<file path="config.mk">
export PLATFORM = sky130hd
export DESIGN_NAME = hex_keypad_entry
export DESIGN_NICKNAME = d
export VERILOG_FILES = /design/src/rtl/hex_keypad_entry.sv
export SDC_FILE = /design/constraint.sdc
export NUM_CORES = 1
export LEC_CHECK = 0
export CELL_PAD_IN_SITES_DETAIL_PLACEMENT = 1
export CELL_PAD_IN_SITES_GLOBAL_PLACEMENT = 2
export CORE_AREA = 2 2 162 85
export CTS_BUF_LIST = sky130_fd_sc_hd__clkbuf_8
export DETAILED_ROUTE_END_ITERATION = 7
export DIE_AREA = 0 0 164 87
export PLACE_DENSITY = 0.87
export SKIP_LAST_GASP = 1
export SLEW_MARGIN = 25
export SYNTH_ARGS = -nofsm -noshare
export SYNTH_HDL_FRONTEND = slang
export SYNTH_SLANG_ARGS = --single-unit
</file>
<file path="constraint.sdc">
create_clock -name clock_100Mhz -period 10.6 [get_ports clock_100Mhz]
set_input_delay 1.59 -clock clock_100Mhz [delete_from_list [all_inputs] [get_ports clock_100Mhz]]
set_output_delay 1.59 -clock clock_100Mhz [all_outputs]
set_load 0.01 [all_outputs]
</file>
<file path="src/rtl/hex_keypad_entry.sv">
// -----------------------------------------------------------------------------
// hex_keypad_entry
//
// Scans a 4x4 hex keypad, debounces presses at full-scan granularity and shifts
// each accepted hex digit into a 16-bit operand register. The operand feeds the
// bfloat16 FMA datapath and is echoed on the seven-segment display.
//
// Ports:
//   clock_100Mhz  in   system clock
//   reset         in   asynchronous, active-high reset
//   row[3:0]      in   keypad rows, active low, pulled up, asynchronous
//   col[3:0]      out  keypad column drives, one-hot active low
//   clear         in   synchronous clear of value and digit_count
//   value[15:0]   out  entered operand, newest digit in [3:0]
//   key_code[3:0] out  hex code of the last accepted key
//   key_valid     out  one-cycle pulse per accepted press
//   key_held      out  high while a debounced key is held
//   digit_count   out  digits entered since reset/clear, saturates at 4
//
// Parameters:
//   SCAN_TICKS      cycles each column is driven low (minimum 4)
//   DEBOUNCE_SCANS  identical full scans needed for press/release (minimum 2)
// -----------------------------------------------------------------------------
module hex_keypad_entry #(
    parameter int SCAN_TICKS     = 100_000,
    parameter int DEBOUNCE_SCANS = 5
) (
    input  logic        clock_100Mhz,
    input  logic        reset,
    input  logic [3:0]  row,
    output logic [3:0]  col,
    input  logic        clear,
    output logic [15:0] value,
    output logic [3:0]  key_code,
    output logic        key_valid,
    output logic        key_held,
    output logic [2:0]  digit_count
);

    localparam int TW = $clog2(SCAN_TICKS);
    localparam int CW = $clog2(DEBOUNCE_SCANS + 1);
    localparam logic [TW-1:0] TICK_LAST = TW'(SCAN_TICKS - 1);
    // The check compares the count before increment, so the last scan of a
    // debounce window is seen when cnt already equals DEBOUNCE_SCANS-1.
    localparam logic [CW-1:0] CNT_LAST  = CW'(DEBOUNCE_SCANS - 1);
    localparam logic [CW-1:0] CNT_ONE   = CW'(1);

    typedef enum logic [1:0] {
        IDLE          = 2'd0,
        PRESS_CHECK   = 2'd1,
        HELD          = 2'd2,
        RELEASE_CHECK = 2'd3
    } state_t;

    // Hex code for the key at row r, column c.
    function automatic logic [3:0] key_map(input logic [1:0] r, input logic [1:0] c);
        logic [3:0] k;
        case ({r, c})
            4'b00_00: k = 4'h1;
            4'b00_01: k = 4'h2;
            4'b00_10: k = 4'h3;
            4'b00_11: k = 4'hA;
            4'b01_00: k = 4'h4;
            4'b01_01: k = 4'h5;
            4'b01_10: k = 4'h6;
            4'b01_11: k = 4'hB;
            4'b10_00: k = 4'h7;
            4'b10_01: k = 4'h8;
            4'b10_10: k = 4'h9;
            4'b10_11: k = 4'hC;
            4'b11_00: k = 4'h0;
            4'b11_01: k = 4'hF;
            4'b11_10: k = 4'hE;
            default:  k = 4'hD;
        endcase
        return k;
    endfunction

    // ---------------- stage p0/p1: row synchronizer ----------------
    logic [3:0] rs_p0;
    logic [3:0] rs;

    always_ff @(posedge clock_100Mhz or posedge reset) begin
        if (reset) begin
            rs_p0 <= 4'b1111;
            rs    <= 4'b1111;
        end else begin
            rs_p0 <= row;
            rs    <= rs_p0;
        end
    end

    // ---------------- column scan ----------------
    logic [TW-1:0] timer;
    logic [1:0]    col_idx;
    logic [3:0]    samp0;
    logic [3:0]    samp1;
    logic [3:0]    samp2;
    logic          tick;
    logic          scan_done;

    assign tick      = (timer == TICK_LAST);
    assign scan_done = tick && (col_idx == 2'd3);
    assign col       = ~(4'b0001 << col_idx);

    always_ff @(posedge clock_100Mhz or posedge reset) begin
        if (reset) begin
            timer   <= '0;
            col_idx <= 2'd0;
            samp0   <= 4'b1111;
            samp1   <= 4'b1111;
            samp2   <= 4'b1111;
        end else if (tick) begin
            timer   <= '0;
            col_idx <= col_idx + 2'd1;
            // Column 3 is not stored: it is consumed live in scan_done's cycle.
            case (col_idx)
                2'd0:    samp0 <= rs;
                2'd1:    samp1 <= rs;
                2'd2:    samp2 <= rs;
                default: ;
            endcase
        end else begin
            timer <= timer + 1'b1;
        end
    end

    // ---------------- scan decode ----------------
    // low_cnt saturates at 2: anything beyond one low bit is MULTI.
    logic [3:0][3:0] scan_cols;
    logic [1:0]      low_cnt;
    logic [3:0]      hit_code;
    logic            scan_single;

    assign scan_cols = {rs, samp2, samp1, samp0};

    always_comb begin
        low_cnt  = 2'd0;
        hit_code = 4'h0;
        for (int c = 0; c < 4; c++) begin
            for (int r = 0; r < 4; r++) begin
                if (!scan_cols[c][r]) begin
                    if (low_cnt != 2'd2) begin
                        low_cnt = low_cnt + 2'd1;
                    end
                    hit_code = key_map(2'(r), 2'(c));
                end
            end
        end
    end

    assign scan_single = (low_cnt == 2'd1);

    // ---------------- debounce FSM ----------------
    state_t        state;
    state_t        state_nxt;
    logic [CW-1:0] cnt;
    logic [CW-1:0] cnt_nxt;
    logic [3:0]    cand;
    logic [3:0]    cand_nxt;
    logic          accept;

    always_ff @(posedge clock_100Mhz or posedge reset) begin
        if (reset) begin
            state <= IDLE;
            cnt   <= '0;
            cand  <= 4'h0;
        end else begin
            state <= state_nxt;
            cnt   <= cnt_nxt;
            cand  <= cand_nxt;
        end
    end

    always_comb begin
        state_nxt = state;
        cnt_nxt   = cnt;
        cand_nxt  = cand;
        accept    = 1'b0;
        if (scan_done) begin
            case (state)
                IDLE: begin
                    if (scan_single) begin
                        cand_nxt  = hit_code;
                        cnt_nxt   = CNT_ONE;
                        state_nxt = PRESS_CHECK;
                    end
                end
                PRESS_CHECK: begin
                    if (scan_single && (hit_code == cand)) begin
                        if (cnt == CNT_LAST) begin
                            accept    = 1'b1;
                            state_nxt = HELD;
                        end else begin
                            cnt_nxt = cnt + 1'b1;
                        end
                    end else begin
                        state_nxt = IDLE;
                    end
                end
                HELD: begin
                    if (!scan_single) begin
                        cnt_nxt   = CNT_ONE;
                        state_nxt = RELEASE_CHECK;
                    end
                end
                RELEASE_CHECK: begin
                    // Any single key, even a different one, returns to HELD
                    // without an event: a key change needs a full release.
                    if (scan_single) begin
                        state_nxt = HELD;
                    end else if (cnt == CNT_LAST) begin
                        state_nxt = IDLE;
                    end else begin
                        cnt_nxt = cnt + 1'b1;
                    end
                end
                default: state_nxt = IDLE;
            endcase
        end
    end

    assign key_held = (state == HELD) || (state == RELEASE_CHECK);

    // ---------------- accept / operand register ----------------
    always_ff @(posedge clock_100Mhz or posedge reset) begin
        if (reset) begin
            key_valid   <= 1'b0;
            key_code    <= 4'h0;
            value       <= 16'h0000;
            digit_count <= 3'd0;
        end else begin
            key_valid <= accept;
            if (accept) begin
                key_code <= cand;
            end
            if (clear) begin
                // A digit accepted on the clear edge survives as the first digit.
                value       <= accept ? {12'h000, cand} : 16'h0000;
                digit_count <= accept ? 3'd1 : 3'd0;
            end else if (accept) begin
                value <= {value[11:0], cand};
                if (digit_count != 3'd4) begin
                    digit_count <= digit_count + 3'd1;
                end
            end
        end
    end

endmodule

</file>
==> results.md, run 1 <==
- Synth Net Count: 607
- Family with the most delay on the worst path: compound AO/OA/AOI/OAI gates
- Worst hold endpoint: rs[1]
- Max capacitance violation total: 0
- CTS sink count: 72
- Final setup fails: 0
- Worst-path maximum fanout: 13
- Worst-skew pair later-pin latency: 0.36 ns
- Die Span Y: 87 um
- Clock transition at the registers of the reported paths: 0.08 ns
- Vias in the first global route: 4603
- Slew Limit Fails: 0
- Tcrit/Tclk final: 0.798
- Antenna-violating nets left: 0
- Placement Rows: 30
- Seq pwr share: 0.528
- Clock Root Buffer: clkbuf_8
- Most frequent cells in the layout: nand2_1 (53), dfrtp_1 (52), clkdlybuf4s50_1 (35)
- Endpoint class of the critical path: flip-flop
- Post-DP HPWL: 11600 um
- First-pass DRT Iterations: 5
- Register area share after synthesis: 0.347
- Cell internal pwr: 0.396 mW
- DRC violations left: 0
- Worst Hold Launch: rs_p0[1]
- Routed len/inst: 19.7 um
- Post-synth EDFFs: 0
- Combinational fraction of design power: 0.046
- HP Class: reg2reg
- Regs by FF count: timer: 17 flops, value: 16 flops
- Gate Count Post-Synth: between 500 and 600
- Congestion Overflow GR: 0
- Primary FF master, synth: dfrtp_1
- Outcome: finished, final reports clean
- Synth warn: 0
- Final nets: between 600 and 700
- Clock power share: 0.426
- Power per cell area: 89.6 nW/um^2
- Critical path buffers and inverters: 1
- Via density per instance: 6.08
- Maximum VDD drop: 0.0000494 V
- Total GRT Usage: 0.226
- Initial Util: 0.405
- R2r startpoint: samp0[1]
- CP Data Required Time: 10.83 ns
- Reg2reg end: cnt[0]
- Worst Skew: 0.0114 ns
- CTS tree: done
- Async set-reset flop share out of synthesis: 1.00
- Post-CTS Setup Inserts: 0
- Routed WL: 15300 um
- Max reg flops: 17
- Initial antenna violation count: 0
- Lkg Pwr: approximately 2.3 nW
- RSZ-0062 raised after global routing: false
- H-tree depth: 3
- Largest net degree at the start of global routing: 73
- Reg2reg setup slack: 2.14 ns
- Biggest register: timer
- Hold Path Cell Cnt: 0
- Share of layout cells above drive strength 1: 0.139
- P_sw: 0.135 mW
- Cts hold-fix bufs: 0
- Routed vias: 4740
- DIE AREA: 14300 um^2
- Cell Area, Synth: between 5000 and 6000 um^2
- CORE AREA: 13000 um^2
- DRT iter0 DRCs: 376
- Crit path DAT: 8.69 ns
- Crit-path slowest cell: xnor2_1
- Port-buffer cells: 35
- Fin crit period: around 8.5 ns
- Max incr delay on CP: approximately 0.84 ns
- Final Hold Vio Count: 0
- Synthesis-stage register bit count: 72
- Synth cell types: 99
- Reg2reg path depth: 25
- F_max: between 100 and 150 MHz
- Switching Fraction: 0.255
- P&R area growth vs syn: 12.5%
- Diodes inserted: 0
- Setup TNS: 0 ns
- Startpoint Class: flip-flop
- # resized after CTS: 0
- Pwr Total: ~0.53 mW
- First-pass GRT wire length: ~25000 um
- CTS max path bufs: 2
- Post-synthesis area per instance: around 9 um^2
- CTS Buf Count: 9
- Most common cell after layout, fill and taps aside: nand2_1
- Routability congestion estimate: 0.934
- Rel. slew slack: 0.359
- Critical path type: reg2reg
- IO Pins: 36
- Die width: 164 um
- Tightest Pin Transition: 0.954 ns
## area by class of cell
cell class / count / area, um^2
fill: 1484 / 7100
multi-input combinational: 444 / 3180
sequential: 72 / 1830
timing repair buffer: 38 / 373
tap: 176 / 220
clock buffer: 9 / 124
inverter: 33 / 124
clock inverter: 7 / 78.8
## logic make-up (layout without fill, tap and decap cells)
group / count (synthesis) / after routing / synth area share
AND/OR/NAND/NOR: 193 / 193 / 0.194
multiplexers: 15 / 15 / 0.0339
flip-flops: 72 / 72 / 0.347
buffers and inverters: 69 / 87 / 0.0510
XOR/XNOR: 28 / 28 / 0.0465
adder cells (fa/ha/maj): 15 / 15 / 0.0356
AO/OA/AOI/OAI: 193 / 193 / 0.292
## worst register-to-register path: stages (launching register included)
cell and delay [ns]:
dfstp_2 0.59, inv_1 0.09, ha_1 0.33, or4b_4 0.59, a31oi_2 0.25, a21boi_2 0.33, a2111oi_0 0.12, nor4_1 0.43
o311ai_2 0.30, xnor2_1 0.84, and3_1 0.30, o32ai_2 0.10, a2111oi_2 0.51, or3_1 0.23, o32ai_2 0.11, a211oi_4 0.40
or3b_1 0.47, a2bb2oi_1 0.20, a211oi_1 0.27, a21oi_1 0.08, ha_1 0.29, nand2b_1 0.13, nor4b_1 0.61, o21a_1 0.22
a311o_1 0.21, mux2_1 0.35
## worst max path at each step
stage / cells past startpoint / endpoint / startpoint
floorplan: 26 / cnt[0] / samp0[0]
detailed placement: 25 / cnt[0] / samp0[0]
CTS: 25 / cnt[0] / samp0[0]
global route: 25 / cnt[0] / samp0[0]
global placement: 25 / value[1] / samp0[0]
finish: 25 / cnt[0] / samp0[1]
## cell usage after synthesis, types with 9 or more instances
| master | count | area share |
|---|---|---|
| nor2_1 | 29 | 0.021 |
| o21ai_0 | 30 | 0.028 |
| dfstp_2 | 20 | 0.10 |
| clkbuf_1 | 28 | 0.020 |
| dfrtp_1 | 52 | 0.25 |
| nand4_1 | 22 | 0.026 |
| ha_1 | 15 | 0.036 |
| xor2_1 | 11 | 0.018 |
| a21oi_1 | 30 | 0.028 |
| nor3_1 | 10 | 0.0095 |
| nand2_1 | 53 | 0.038 |
| nand3_1 | 24 | 0.023 |
| o31ai_1 | 18 | 0.026 |
| a31oi_1 | 11 | 0.013 |
| and3_1 | 9 | 0.011 |
| xnor2_1 | 17 | 0.028 |
| inv_1 | 32 | 0.023 |
## metal layers
| metal | part of all wire | global-route usage | wire [um] |
|---|---|---|---|
| met1 | 0.55 | 0.364 | 8500 |
| met2 | 0.40 | 0.308 | 6120 |
| met3 | 0.041 | 0.0428 | 621 |
| met4 | 0.0052 | 0.0391 | 80 |
| met5 | 0 | 0 | 0 |
## through the flow
stage / instances / worst slack (ns) / hold slack [ns] / util / cell area, um^2
CTS: 779 / 2.22 / 0.362 / 0.455 / 5930
finish: 779 / 2.14 / 0.359 / 0.455 / 5930
floorplan: 585 / 3.70 / 0.345 / - / 5270
global placement: 763 / 2.52 / 0.346 / 0.440 / 5730
global route: 779 / 1.47 / 0.358 / 0.455 / 5930
detailed placement: 763 / 2.27 / 0.347 / 0.440 / 5730
## power groups by stage
stage / logic (mW) / registers, mW / clock network, mW
after floorplan: 0.0179 / 0.283 / 0
final: 0.0244 / 0.281 / 0.226
after global routing: 0.0274 / 0.281 / 0.244
after global placement: 0.0238 / 0.286 / 0
after CTS: 0.0246 / 0.281 / 0.233
after detailed placement: 0.0245 / 0.286 / 0
No activity file was read; power rests on OpenSTA's default activity.
==> run 2: changes to the inputs <==
--- a/config.mk
+++ b/config.mk
@@ -7,11 +7,11 @@
 export LEC_CHECK = 0
 export CELL_PAD_IN_SITES_DETAIL_PLACEMENT = 1
 export CELL_PAD_IN_SITES_GLOBAL_PLACEMENT = 2
-export CORE_AREA = 2 2 162 85
+export CORE_AREA = 2 2 177 92
 export CTS_BUF_LIST = sky130_fd_sc_hd__clkbuf_8
 export DETAILED_ROUTE_END_ITERATION = 7
-export DIE_AREA = 0 0 164 87
-export PLACE_DENSITY = 0.87
+export DIE_AREA = 0 0 179 94
+export PLACE_DENSITY = 0.78
 export SKIP_LAST_GASP = 1
 export SLEW_MARGIN = 25
 export SYNTH_ARGS = -nofsm -noshare
==> constraint.sdc (replaced) <==
create_clock -name clock_100Mhz -period 7.73 [get_ports clock_100Mhz]
set_input_delay 1.1595 -clock clock_100Mhz [delete_from_list [all_inputs] [get_ports clock_100Mhz]]
set_output_delay 1.1595 -clock clock_100Mhz [all_outputs]
set_load 0.01 [all_outputs]
==> results.md, run 2 (synthesis results as in run 1) <==
- Outcome: finished, final reports clean
- Endpoint class of the critical path: flip-flop
- Lkg Pwr: 2.38 nW (+5.2%)
- Largest net degree at the start of global routing: 73 (unchanged)
- CTS tree: done
- Biggest register: timer
- Met1 global-route usage: 0.246 (-0.118)
- Fin util: 0.407 (-0.0478)
- Clock power share: 0.390 (-0.036)
- CP startpoint: samp0[0]
- Worst-path maximum fanout: 11 (-2)
- Tcrit/Tclk final: 0.960 (+0.162)
- Cell internal pwr: 0.523 mW (+32%)
- Max capacitance violation total: 0 (unchanged)
- Initial antenna violation count: 0 (unchanged)
- H-tree depth: 3 (unchanged)
- Routability congestion estimate: 0.821 (-12%)
- HP Class: reg2reg
- Share of layout cells above drive strength 1: 0.175 (+0.0355)
- Regs by FF count: timer: 17 flops, value: 16 flops
- Worst Skew: 0.00905 ns (-0.00239 ns)
- Post-DP HPWL: 10100 um (-13%)
- GR Layer Usage met3: 0.0247 (-0.0182)
- Die width: 179 um (+9.1%)
- Max reg flops: 17 (unchanged)
- Slew Limit Fails: 0 (unchanged)
- Combinational fraction of design power: 0.051 (+0.005)
- F_max: 135 MHz (+14%)
- Power per cell area: 111 nW/um^2 (+24%)
- Routed WL: 14500 um (-5.2%)
- Switching Fraction: 0.240 (-0.0146)
- R2r startpoint: samp0[0]
- Maximum VDD drop: 0.0000741 V (+50%)
- CTS Buf Count: 9 (unchanged)
- Diodes inserted: 0 (unchanged)
- First-pass DRT Iterations: 4 (-1)
- Die Span Y: 94 um (+8.0%)
- Clock transition at the registers of the reported paths: 0.07 ns (about the same)
- First-pass GRT wire length: 24200 um (-4.1%)
- Port-buffer cells: 35 (unchanged)
- Final setup fails: 0 (unchanged)
- Crit path DAT: 7.65 ns (-1.04 ns)
- CORE AREA: 15200 um^2 (+17%)
- DRC violations left: 0 (unchanged)
- Congestion Overflow GR: 0 (unchanged)
- Setup TNS: 0 ns (unchanged)
- Total GRT Usage: 0.178 (-0.0473)
- Via density per instance: 5.73 (-5.9%)
- Seq pwr share: 0.559 (+0.031)
- Cts hold-fix bufs: 0 (unchanged)
- Placed cell area: 5840 um^2 (+2.1%)
- Vias in the first global route: 4755 (+3.3%)
- P&R area growth vs syn: 17.3%
- Final nets: 635 (+2.4%)
- Routed vias: 4707 (-0.70%)
- Tightest Pin Transition: 0.933 ns (-0.0212 ns)
- Antenna-violating nets left: 0 (unchanged)
- Startpoint Class: flip-flop
- Worst-skew pair later-pin latency: 0.35 ns (about the same)
- Placement Rows: 32 (+6.7%)
- CP Data Required Time: 7.96 ns (-2.87 ns)
- IO Pins: 36 (unchanged)
- P_sw: 0.165 mW (+22%)
- Pwr Total: 0.688 mW (+30%)
- Initial Util: 0.347 (-0.0573)
- CTS max path bufs: 2 (unchanged)
- DRT iter0 DRCs: 273 (-27%)
- Most frequent cells in the layout: nand2_1 (53), dfrtp_1 (52), clkdlybuf4s50_1 (35)
- DIE AREA: 16800 um^2 (+18%)
- CTS sink count: 72 (unchanged)
- Clock Root Buffer: clkbuf_8
- Routed len/inst: 17.7 um (-10%)
- Post-route cell area: 6180 um^2 (+4.3%)
- GR peak layer: met2
- Final Hold Vio Count: 0 (unchanged)
- M2 GR Usage: 0.291 (-0.0165)
- Most common cell after layout, fill and taps aside: nand2_1
- Critical path type: reg2reg
- Rel. slew slack: 0.378 (+0.0187)
- Worst Hold Launch: rs_p0[0]
- Fin crit period: 7.42 ns (-1.04 ns)
-- run 2: cell count changes in the layout (fill, tap and decap cells not counted), moves of 2 or more --
cell / change
a2111oi_1: -2
buf_4: +14
clkbuf_8: +2
clkinvlp_4: -3
inv_1: +3
inv_6: -3
nor4_1: -2
nor4_2: +2
o311ai_0: -2
o311ai_1: +2
-- run 2: power by group through the flow --
stage	combinational (mW)	sequential [mW]	clock, mW
floorplan	0.0246	0.389	0
global placement	0.0349	0.391	0
detailed placement	0.0356	0.392	0
CTS	0.0357	0.385	0.284
global route	0.0390	0.385	0.295
finish	0.0351	0.385	0.268
-- run 2: area by class of cell --
| type | count | area (um^2) |
|---|---|---|
| Multi-Input combinational cell | 444 | 3300 |
| Tap cell | 204 | 255 |
| Clock inverter | 5 | 25.0 |
| Sequential cell | 72 | 1830 |
| Inverter | 33 | 124 |
| Timing Repair Buffer | 53 | 498 |
| Fill cell | 1730 | 8990 |
| Clock buffer | 11 | 151 |
-- run 2: final timing paths --
check / end / slack [ns] / cells past startpoint
setup / recovery: cnt[0] / 0.31 / 26
hold / removal: rs[0] / 0.36 / 0
setup reg to reg: cnt[0] / 0.31 / 26
hold reg to reg: rs[0] / 0.36 / 0
max in group asynchronous: value[4] / 5.70 / 3
min in group asynchronous: col_idx[0] / 1.42 / 3
-- run 2: what timing repair did --
action	4_1_cts	5_1_grt
pin swaps	0	7
buffers inserted	0	4
resized for setup	1	20
endpoints found under the setup margin	1	33
-- run 2: metal layers --
metal	share of wire	vias to the layer above
met5	0	-
met4	0.012	0
met3	0.018	16
met2	0.47	66
met1	0.50	2350
li1	-	2275
-- run 2: critical path: stages, from the launching register on --
cell,delay (ns)
dfstp_2,0.56
inv_1,0.08
ha_1,0.35
or4b_4,0.60
o211ai_2,0.19
a21oi_2,0.12
o31a_1,0.35
a2111o_1,0.44
a211oi_2,0.33
xnor2_2,0.14
buf_4,0.21
or2_0,0.22
a311o_1,0.40
a21oi_2,0.23
or3_1,0.20
o32ai_2,0.11
a211oi_4,0.27
or3b_4,0.44
a2bb2oi_1,0.18
a211oi_1,0.27
a21oi_1,0.07
ha_1,0.31
nand2b_1,0.19
nor4b_2,0.19
o21a_1,0.21
a311o_1,0.32
mux2_1,0.32
-- run 2: metrics by stage --
| stage | worst slack [ns] | std cells | hold WS, ns |
|---|---|---|---|
| 3_3_place_gp | 0.126 | 802 | 0.346 |
| 4_1_cts | 0.0817 | 818 | 0.362 |
| 2_1_floorplan | 0.833 | 585 | 0.345 |
| 3_5_place_dp | 0.00102 | 802 | 0.351 |
| 5_1_grt | -0.00348 | 822 | 0.363 |
| 6_report | 0.312 | 822 | 0.358 |
==> run 3: changes to the inputs <==
--- a/config.mk
+++ b/config.mk
@@ -11,6 +11,7 @@
 export CTS_BUF_LIST = sky130_fd_sc_hd__clkbuf_8
 export DETAILED_ROUTE_END_ITERATION = 7
 export DIE_AREA = 0 0 179 94
+export GPL_ROUTABILITY_DRIVEN = 0
 export PLACE_DENSITY = 0.78
 export SKIP_LAST_GASP = 1
 export SLEW_MARGIN = 25
==> results of run 3 <==
Same layout as run 2: the final DEF is identical, and so are final timing and power.
